File: src/rtl/store_buffer_if.sv
// rtl/store_buffer_if.sv - Store buffer signal bundle: store intake, load lookup, memory drain.
interface store_buffer_if #(
  parameter int DEPTH = 4
);
  localparam int CW = $clog2(DEPTH) + 1;

  logic          st_valid;
  logic [31:0]   st_addr;
  logic [31:0]   st_data;
  logic [3:0]    st_be;
  logic          st_ready;

  logic          ld_valid;
  logic [31:0]   ld_addr;
  logic [3:0]    ld_be;
  logic          ld_hit;
  logic [31:0]   ld_data;
  logic          ld_stall;

  logic          mem_req;
  logic [31:0]   mem_addr;
  logic [31:0]   mem_data;
  logic [3:0]    mem_be;
  logic          mem_ack;

  logic          empty;
  logic [CW-1:0] count;

  modport master (
    output st_valid, st_addr, st_data, st_be, ld_valid, ld_addr, ld_be, mem_ack,
    input  st_ready, ld_hit, ld_data, ld_stall, mem_req, mem_addr, mem_data, mem_be,
           empty, count
  );

  modport slave (
    input  st_valid, st_addr, st_data, st_be, ld_valid, ld_addr, ld_be, mem_ack,
    output st_ready, ld_hit, ld_data, ld_stall, mem_req, mem_addr, mem_data, mem_be,
           empty, count
  );
endinterface

File: src/rtl/store_buffer.sv
// rtl/store_buffer.sv - Post-commit store FIFO draining to data memory with store-to-load forwarding.
module store_buffer #(
  parameter int DEPTH = 4
) (
  input logic           clk,
  input logic           reset,
  store_buffer_if.slave bus
);
  localparam int AW = $clog2(DEPTH);
  localparam int CW = AW + 1;

  logic [CW-1:0] head, tail;
  logic [29:0]   e_addr [DEPTH];
  logic [31:0]   e_data [DEPTH];
  logic [3:0]    e_be   [DEPTH];

  logic [CW-1:0] used;
  logic          full, is_empty, enq, deq;
  logic          unused_low_bits;

  assign unused_low_bits = ^{bus.st_addr[1:0], bus.ld_addr[1:0]};

  assign used     = tail - head;
  assign is_empty = (head == tail);
  assign full     = (head[AW-1:0] == tail[AW-1:0]) && (head[AW] != tail[AW]);
  assign enq      = bus.st_valid && !full;
  assign deq      = !is_empty && bus.mem_ack;

  assign bus.st_ready = !full;
  assign bus.empty    = is_empty;
  assign bus.count    = used;
  assign bus.mem_req  = !is_empty;
  assign bus.mem_addr = is_empty ? '0 : {e_addr[head[AW-1:0]], 2'b00};
  assign bus.mem_data = is_empty ? '0 : e_data[head[AW-1:0]];
  assign bus.mem_be   = is_empty ? '0 : e_be[head[AW-1:0]];

  always_ff @(posedge clk) begin
    if (reset) begin
      head <= '0;
      tail <= '0;
      for (int i = 0; i < DEPTH; i++) begin
        e_addr[i] <= '0;
        e_data[i] <= '0;
        e_be[i]   <= '0;
      end
    end else begin
      if (enq) begin
        e_addr[tail[AW-1:0]] <= bus.st_addr[31:2];
        e_data[tail[AW-1:0]] <= bus.st_data;
        e_be[tail[AW-1:0]]   <= bus.st_be;
        tail <= tail + 1'b1;
      end
      if (deq) head <= head + 1'b1;
    end
  end

  logic          y_found, overlap, hit;
  logic [3:0]    y_be;
  logic [31:0]   y_data;
  logic [AW-1:0] idx;
  logic [CW-1:0] age;

  // Walk oldest to youngest so the last match seen is the youngest, independent of wrap.
  always_comb begin
    y_found = 1'b0;
    overlap = 1'b0;
    y_be    = '0;
    y_data  = '0;
    idx     = '0;
    age     = '0;
    for (int k = 0; k < DEPTH; k++) begin
      age = CW'(k);
      idx = head[AW-1:0] + age[AW-1:0];
      if (age < used && e_addr[idx] == bus.ld_addr[31:2]) begin
        y_found = 1'b1;
        y_be    = e_be[idx];
        y_data  = e_data[idx];
        if ((e_be[idx] & bus.ld_be) != 4'h0) overlap = 1'b1;
      end
    end
  end

  assign hit          = bus.ld_valid && y_found && ((y_be & bus.ld_be) == bus.ld_be);
  assign bus.ld_hit   = hit;
  assign bus.ld_stall = bus.ld_valid && !hit && overlap;
  assign bus.ld_data  = hit ? y_data : 32'h0;
endmodule

File: src/flat_wrapper.sv
// flat-port wrapper written by rule: the top's interface ports become plain ports
module store_buffer_flat 
#(
  parameter int DEPTH = 4
)
  (clk, reset, bus_st_valid, bus_st_addr, bus_st_data, bus_st_be, bus_ld_valid, bus_ld_addr, bus_ld_be, bus_mem_ack, bus_st_ready, bus_ld_hit, bus_ld_data, bus_ld_stall, bus_mem_req, bus_mem_addr, bus_mem_data, bus_mem_be, bus_empty, bus_count);
  store_buffer_if #(.DEPTH(DEPTH)) bus_i ();
  input logic clk;
  input logic reset;
  input wire logic [$bits(bus_i.st_valid)-1:0] bus_st_valid;
  input wire logic [$bits(bus_i.st_addr)-1:0] bus_st_addr;
  input wire logic [$bits(bus_i.st_data)-1:0] bus_st_data;
  input wire logic [$bits(bus_i.st_be)-1:0] bus_st_be;
  input wire logic [$bits(bus_i.ld_valid)-1:0] bus_ld_valid;
  input wire logic [$bits(bus_i.ld_addr)-1:0] bus_ld_addr;
  input wire logic [$bits(bus_i.ld_be)-1:0] bus_ld_be;
  input wire logic [$bits(bus_i.mem_ack)-1:0] bus_mem_ack;
  output wire logic [$bits(bus_i.st_ready)-1:0] bus_st_ready;
  output wire logic [$bits(bus_i.ld_hit)-1:0] bus_ld_hit;
  output wire logic [$bits(bus_i.ld_data)-1:0] bus_ld_data;
  output wire logic [$bits(bus_i.ld_stall)-1:0] bus_ld_stall;
  output wire logic [$bits(bus_i.mem_req)-1:0] bus_mem_req;
  output wire logic [$bits(bus_i.mem_addr)-1:0] bus_mem_addr;
  output wire logic [$bits(bus_i.mem_data)-1:0] bus_mem_data;
  output wire logic [$bits(bus_i.mem_be)-1:0] bus_mem_be;
  output wire logic [$bits(bus_i.empty)-1:0] bus_empty;
  output wire logic [$bits(bus_i.count)-1:0] bus_count;
  assign bus_i.st_valid = bus_st_valid;
  assign bus_i.st_addr = bus_st_addr;
  assign bus_i.st_data = bus_st_data;
  assign bus_i.st_be = bus_st_be;
  assign bus_i.ld_valid = bus_ld_valid;
  assign bus_i.ld_addr = bus_ld_addr;
  assign bus_i.ld_be = bus_ld_be;
  assign bus_i.mem_ack = bus_mem_ack;
  assign bus_st_ready = bus_i.st_ready;
  assign bus_ld_hit = bus_i.ld_hit;
  assign bus_ld_data = bus_i.ld_data;
  assign bus_ld_stall = bus_i.ld_stall;
  assign bus_mem_req = bus_i.mem_req;
  assign bus_mem_addr = bus_i.mem_addr;
  assign bus_mem_data = bus_i.mem_data;
  assign bus_mem_be = bus_i.mem_be;
  assign bus_empty = bus_i.empty;
  assign bus_count = bus_i.count;
  store_buffer #(.DEPTH(DEPTH)) u_core (.clk(clk), .reset(reset), .bus(bus_i));
endmodule
File: config.mk
export PLATFORM = sky130hd
export DESIGN_NAME = store_buffer_flat
export DESIGN_NICKNAME = d
export VERILOG_FILES = /design/src/rtl/store_buffer_if.sv /design/src/rtl/store_buffer.sv /design/src/flat_wrapper.sv
export SDC_FILE = /design/constraint.sdc
export NUM_CORES = 1
export LEC_CHECK = 0
export BUFFER_PORTS_ARGS = -buffer_cell sky130_fd_sc_hd__buf_2
export CAP_MARGIN = 40
export CORE_UTILIZATION = 61
export CTS_CLUSTER_DIAMETER = 150
export CTS_CLUSTER_SIZE = 24
export DETAILED_ROUTE_END_ITERATION = 16
export GPL_ROUTABILITY_DRIVEN = 0
export HOLD_SLACK_MARGIN = 0.02
export PLACE_DENSITY = 0.88
export SYNTH_ARGS = -nofsm -noshare
export SYNTH_HDL_FRONTEND = slang
export SYNTH_SLANG_ARGS = --single-unit
File: constraint.sdc
create_clock -name clk -period 5.9 [get_ports clk]
set_clock_uncertainty 0.2 [all_clocks]
set_input_delay 0.59 -clock clk [delete_from_list [all_inputs] [get_ports clk]]
set_output_delay 0.59 -clock clk [all_outputs]
set_load 0.02 [all_outputs]
* After elaboration in Yosys (flattened, before gate mapping)
Memory sizes are Yosys's and may differ from the RTL's. A register that Yosys moved wholly into a read port is not among the register bits. Cells that the tools add are included.
Operators by class: magnitude comparators 4, mux-type cells 44, reduce and logical (&&, ||, !) cells 21, equal/unequal tests 8, add/subtract/negate cells 6, bitwise gates (word level) 5
Operators with widths (count):
- 32-bit 2-to-1 mux | 8
- 30-bit equality test | 4
- 32-bit OR reduction | 1
- 30-bit 2-to-1 mux | 1
- 30-bit OR reduction | 1
- 4-bit 2-to-1 mux | 6
- 4-bit AND | 5
- 1-bit 2-to-1 mux | 20
- 2-bit 2-to-1 mux | 9
- 4-bit nonzero test | 4
- 1-bit logical AND | 11
- 3-bit by 1-bit adder with 3-bit output (second input constant) | 2
- 1-bit by 3-bit < comparator with 1-bit output (first input constant) | 2
- 2-bit by 3-bit < comparator with 1-bit output (first input constant) | 2
- 2-bit adder (second input constant) | 2
- 4-bit equality test | 1
- 4-bit OR reduction | 1
- 3-bit equality test | 1
- 1-bit zero test | 3
- 3-bit subtractor | 1
- 2-bit by 1-bit adder with 2-bit output (second input constant) | 1
- 2-bit equality test | 1
- 1-bit inequality test | 1
Storage, ports and cells: memories 3, register bits 6, output and inout port bits 108, bits in writable memories 264, input port bits 109
Memories:
- u_core.e_data | depth 4, width 32, rd ports 4, clocked after memory_dff 1, wr ports 4, RTL line store_buffer.sv:14 | logic [31:0] e_data [DEPTH];
- u_core.e_addr | depth 4, width 30, rd ports 4, clocked after memory_dff 1, wr ports 4, RTL line store_buffer.sv:13 | logic [29:0] e_addr [DEPTH];
- u_core.e_be | depth 4, width 4, rd ports 4, clocked after memory_dff 1, wr ports 4, RTL line store_buffer.sv:15 | logic [3:0] e_be [DEPTH];

* Logic depth before layout (Yosys ltp)
depth after elaboration 13, mapped depth 18

* Least setup slack after synthesis
OpenSTA, ideal clock, no wires.
path type register to register, start point register u_core.head[1], end point memory u_core.e_addr[0][0] (enable), period minus slack after synthesis 4.676 ns, data arrival time 4.080 ns, stages on the path, launching flop included 13, path slack 1.224 ns, buffers on the path 5, cells stage by stage dfxtp_1 buf_2 buf_1 buf_1 clkbuf_1 inv_1 ha_1 nand3b_1 nand2_1 or2_2 nor3_1 clkbuf_1 or2_2
RTL lines:
- from (decl) | RTL line store_buffer.sv:12 | logic [CW-1:0] head, tail;
- from (signal assigned) | RTL line store_buffer.sv:53 | if (deq) head <= head + 1'b1;
- to (decl) | RTL line store_buffer.sv:13

* Worst setup path after layout
start point register u_core.head[0], end point output bus_ld_data[12]
Between the ends: cells in the longest elaborated chain, start to end 11, elaborated cells on any way between the ends 35, classes of those cells add/sub (4); order compare (4); eq/ne (4); mux (13); bitwise (1); reduce/logical (6); memory (3)
Ends and longest elaborated chain:
- 2-bit by 1-bit adder with 2-bit output or 3-bit subtractor (tied branches) | RTL line store_buffer.sv:73, store_buffer.sv:23
- memory read 4 x 30 bit or 1-bit by 3-bit < comparator with 1-bit output (tied branches)
- 30-bit equality test or 1-bit logical AND (tied branches) | RTL line store_buffer.sv:74 | if (age < used && e_addr[idx] == bus.ld_addr[31:2]) begin
- 1-bit logical AND or 4-bit 2-to-1 mux (tied branches) | RTL line store_buffer.sv:74
- 4-bit 2-to-1 mux (3 in series) | RTL line store_buffer.sv:74
- 4-bit AND | RTL line store_buffer.sv:83 | assign hit = bus.ld_valid && y_found && ((y_be & bus.ld_be) == bus.ld_be);
- 4-bit equality test | RTL line store_buffer.sv:83
- 1-bit logical AND | RTL line store_buffer.sv:83
- 32-bit 2-to-1 mux * | RTL line store_buffer.sv:86 | assign bus.ld_data = hit ? y_data : 32'h0;
- to (decl) | RTL line flat_wrapper.sv:20 | output wire logic [$bits(bus_i.ld_data)-1:0] bus_ld_data;
Mark *: on every way between the ends. The rest lies on a longest branch, timed or not.

==> flow_metrics.tcl <==
set metrics [dict create \
    status "finished with violations" \
    violations "negative setup slack" \
    maxSlewHeadroom 0.397 \
    crit_family "multiplexers" \
    cts-buffers-inserted 15 \
    crit_arrival_ns 5.14 \
    hold_ws_ns 0.169 \
    cts_root_buffer "clkbuf_16" \
    maxSlewViolCount 0 \
    hold_viol 0 \
    worstPathMaxFanout 32 \
    syn_to_final_growth_pct 9.83 \
    ys_seq_area_frac 0.386 \
    die_w_um 187 \
    grt_usage 0.340 \
    fmax_ghz 0.169 \
    crit_buf_inv 3 \
    vias 15596 \
    yosysWarningCount 0 \
    crit_path_start_kind "register" \
    critPathLaunch "u_core.head[0]$_SDFFE_PP0P_" \
    r2r-start "u_core.head[1]$_SDFFE_PP0P_" \
    timing.rr.end "u_core.e_data[0][7]$_SDFFCE_PN0P_" \
    drt_iter0_markers 2239 \
    synthArstFlopShare 0 \
    insertion_delay_ns 0.52 \
    finalCritPeriodShare 1.01 \
    reg2reg_setup_slack_ns 1.42 \
    syn_inst 1533 \
    rr_worst_depth 10 \
    maxCapViolCount 0 \
    grt_pass1_wl_um 90400 \
    nets 1785 \
    io_pins 217 \
    pre_cts_ws_ns 0.593 \
    crit_end "bus_ld_data[12]" \
    path_depth 13 \
    grt_max_degree 70 \
    wl_um 61400 \
    clock_path_buffers 3 \
    setup_viol 2 \
    core_sq_um 33700 \
    cts_sinks 272 \
    leakagePower_nw 8.50 \
    drive_gt1_frac 0.392 \
    cp_common_cell "mux2_2" \
    final_cell_count_no_fill 2143 \
    end_kind "primary output" \
    ant_nets 0 \
    die_h_um 187 \
    dp_hpwl_um 38900 \
    crit_slowest_cell "a2111oi_2" \
    vias_per_cell 7.28 \
    setup_slack_ns -0.0316 \
    power_density_nw_per_um2 304 \
    min_path_type "in -> reg" \
    synth_edf_count 264 \
    tritoncts "done" \
    ys.flop_type "edfxtp_1" \
    antenna_found_initial 16 \
    drc_errors 0 \
    dpl_cell_area_sq_um 22400 \
    dieArea_sq_um 35100 \
    fin_util 0.683 \
    required_ns 5.11 \
    grt-ovfl-total 0 \
    worstMarginPinSlew_ns 0.905 \
    netlist_area_sq_um 21000 \
    path_cells "ha_4, buf_12, mux4_2, xnor2_1, o211ai_1, a2111oi_2, nand4_2, buf_4, mux2_2, mux2_2, mux2i_1, nor3_2, buf_2" \
    wire_per_inst_um 28.6 \
    htree_levels 1 \
    hold_buffers 0 \
    synth_cell_types 69 \
    num_rows 67 \
    start_util 0.622 \
    ir_drop_mv 0.225 \
    path_clk_slew_ns 0.11 \
    slowest_delay_ns 0.57 \
    portBuffers 210 \
    final_area_sq_um 23000 \
    dp.cells 2092 \
    grt_pass1_vias 15416 \
    drtPass1Iterations 8 \
    crit_type "reg -> out" \
    final.min_clock_period_ns 5.93 \
    ys_ff_latch 272 \
    avgSynthCellArea_sq_um 13.7 \
]
-- sequential cells by signal, indices dropped and copies added, names as in the netlist, named ones only --
| signal | flops |
|---|---|
| u_core.e_data | 128 |
| u_core.tail | 3 |
| u_core.e_be | 16 |
| u_core.head | 3 |
| u_core.e_addr | 120 |
-- stage by stage --
| step | total power [mW] | TNS, ns |
|---|---|---|
| 2_1_floorplan | 4.91 | 0 |
| 6_report | 7.00 | -0.0420 |
| 3_5_place_dp | 5.70 | 0 |
| 3_3_place_gp | 5.59 | 0 |
| 5_1_grt | 7.23 | -0.686 |
| 4_1_cts | 6.81 | 0 |
-- layout by cell type (no fill, tap or decap), types with 17 or more instances in the layout --
cell type	count
edfxtp_1	264
clkbuf_16	17
and3_1	32
buf_2	210
xor2_1	26
nor3_2	32
buf_4	38
and2_1	333
inv_1	18
mux2_2	71
xnor2_1	90
nand4_1	29
mux2i_1	76
mux4_2	245
-- worst min-delay path by stage --
| stage | start | slack, ns | end | depth (start not counted) |
|---|---|---|---|---|
| after floorplan | u_core.tail[2]$_SDFFE_PP0P_ | 0.32 | u_core.tail[2]$_SDFFE_PP0P_ | 2 |
| after global placement | u_core.tail[2]$_SDFFE_PP0P_ | 0.35 | u_core.tail[2]$_SDFFE_PP0P_ | 2 |
| after detailed placement | u_core.tail[2]$_SDFFE_PP0P_ | 0.37 | u_core.tail[2]$_SDFFE_PP0P_ | 2 |
| after CTS | bus_st_addr[10] | 0.17 | u_core.e_addr[0][8]$_SDFFCE_PN0P_ | 2 |
| after global routing | bus_st_addr[10] | 0.18 | u_core.e_addr[0][8]$_SDFFCE_PN0P_ | 2 |
| final | bus_st_addr[13] | 0.17 | u_core.e_addr[3][11]$_DFFE_PP_ | 2 |
-- layout make-up --
cell class | count | area [sq um]
Inverter | 18 | 67.6
Fill cell | 2260 | 10700
Antenna cell | 16 | 40.0
Clock inverter | 1 | 16.3
Multi-Input combinational cell | 1101 | 12200
Sequential cell | 272 | 8100
Timing Repair Buffer | 263 | 1670
Clock buffer | 24 | 409
Tap cell | 448 | 561
-- logic make-up after synthesis --
logic type,after synthesis,synth area share
flip-flops,272,0.386
other,1,0.000179
multiplexers,393,0.339
buffers and inverters,161,0.0382
AO/OA/AOI/OAI,75,0.0291
XOR/XNOR,117,0.0496
adder cells (fa/ha/maj),5,0.00334
AND/OR/NAND/NOR,509,0.155
-- Yosys cell counts, types with 10 or more instances --
master / count / area [sq um]
and2_1: 333 / 2080
edfxtp_1: 264 / 7930
mux4_2: 245 / 5520
xnor2_1: 90 / 788
clkbuf_1: 79 / 297
mux2i_1: 76 / 761
mux2_2: 71 / 800
and3_1: 32 / 200
nand4_1: 29 / 181
nor3_2: 29 / 290
xor2_1: 26 / 228
buf_2: 24 / 120
inv_1: 18 / 67.6
nand2_1: 16 / 60.1
buf_1: 15 / 56.3
nor2_1: 15 / 56.3
a21oi_1: 10 / 50.1
buf_6: 10 / 113
nor3_1: 10 / 50.1
-- timing repair --
| action | CTS | global route |
|---|---|---|
| endpoints found under the hold margin | 0 | 0 |
| endpoints found under the setup margin | 0 | 34 |
| buffers inserted | 0 | 8 |
| resized for setup | 0 | 6 |
-- layer usage --
layer / vias to the layer above / wire length (um) / GRT usage
met3: 267 / 7940 / 0.0743
met2: 1332 / 29400 / 0.545
li1: 6244 / - / -
met4: 6 / 3000 / 0.157
met5: - / 34 / 0
met1: 7747 / 21000 / 0.445
-- power by group --
group | internal [mW] | leakage, nW | switching, mW
clock | 0.490 | 0.203 | 0.645
sequential | 2.27 | 2.81 | 0.181
combinational | 1.62 | 5.49 | 1.80
Note: power is estimated with default switching activity, not from simulation.
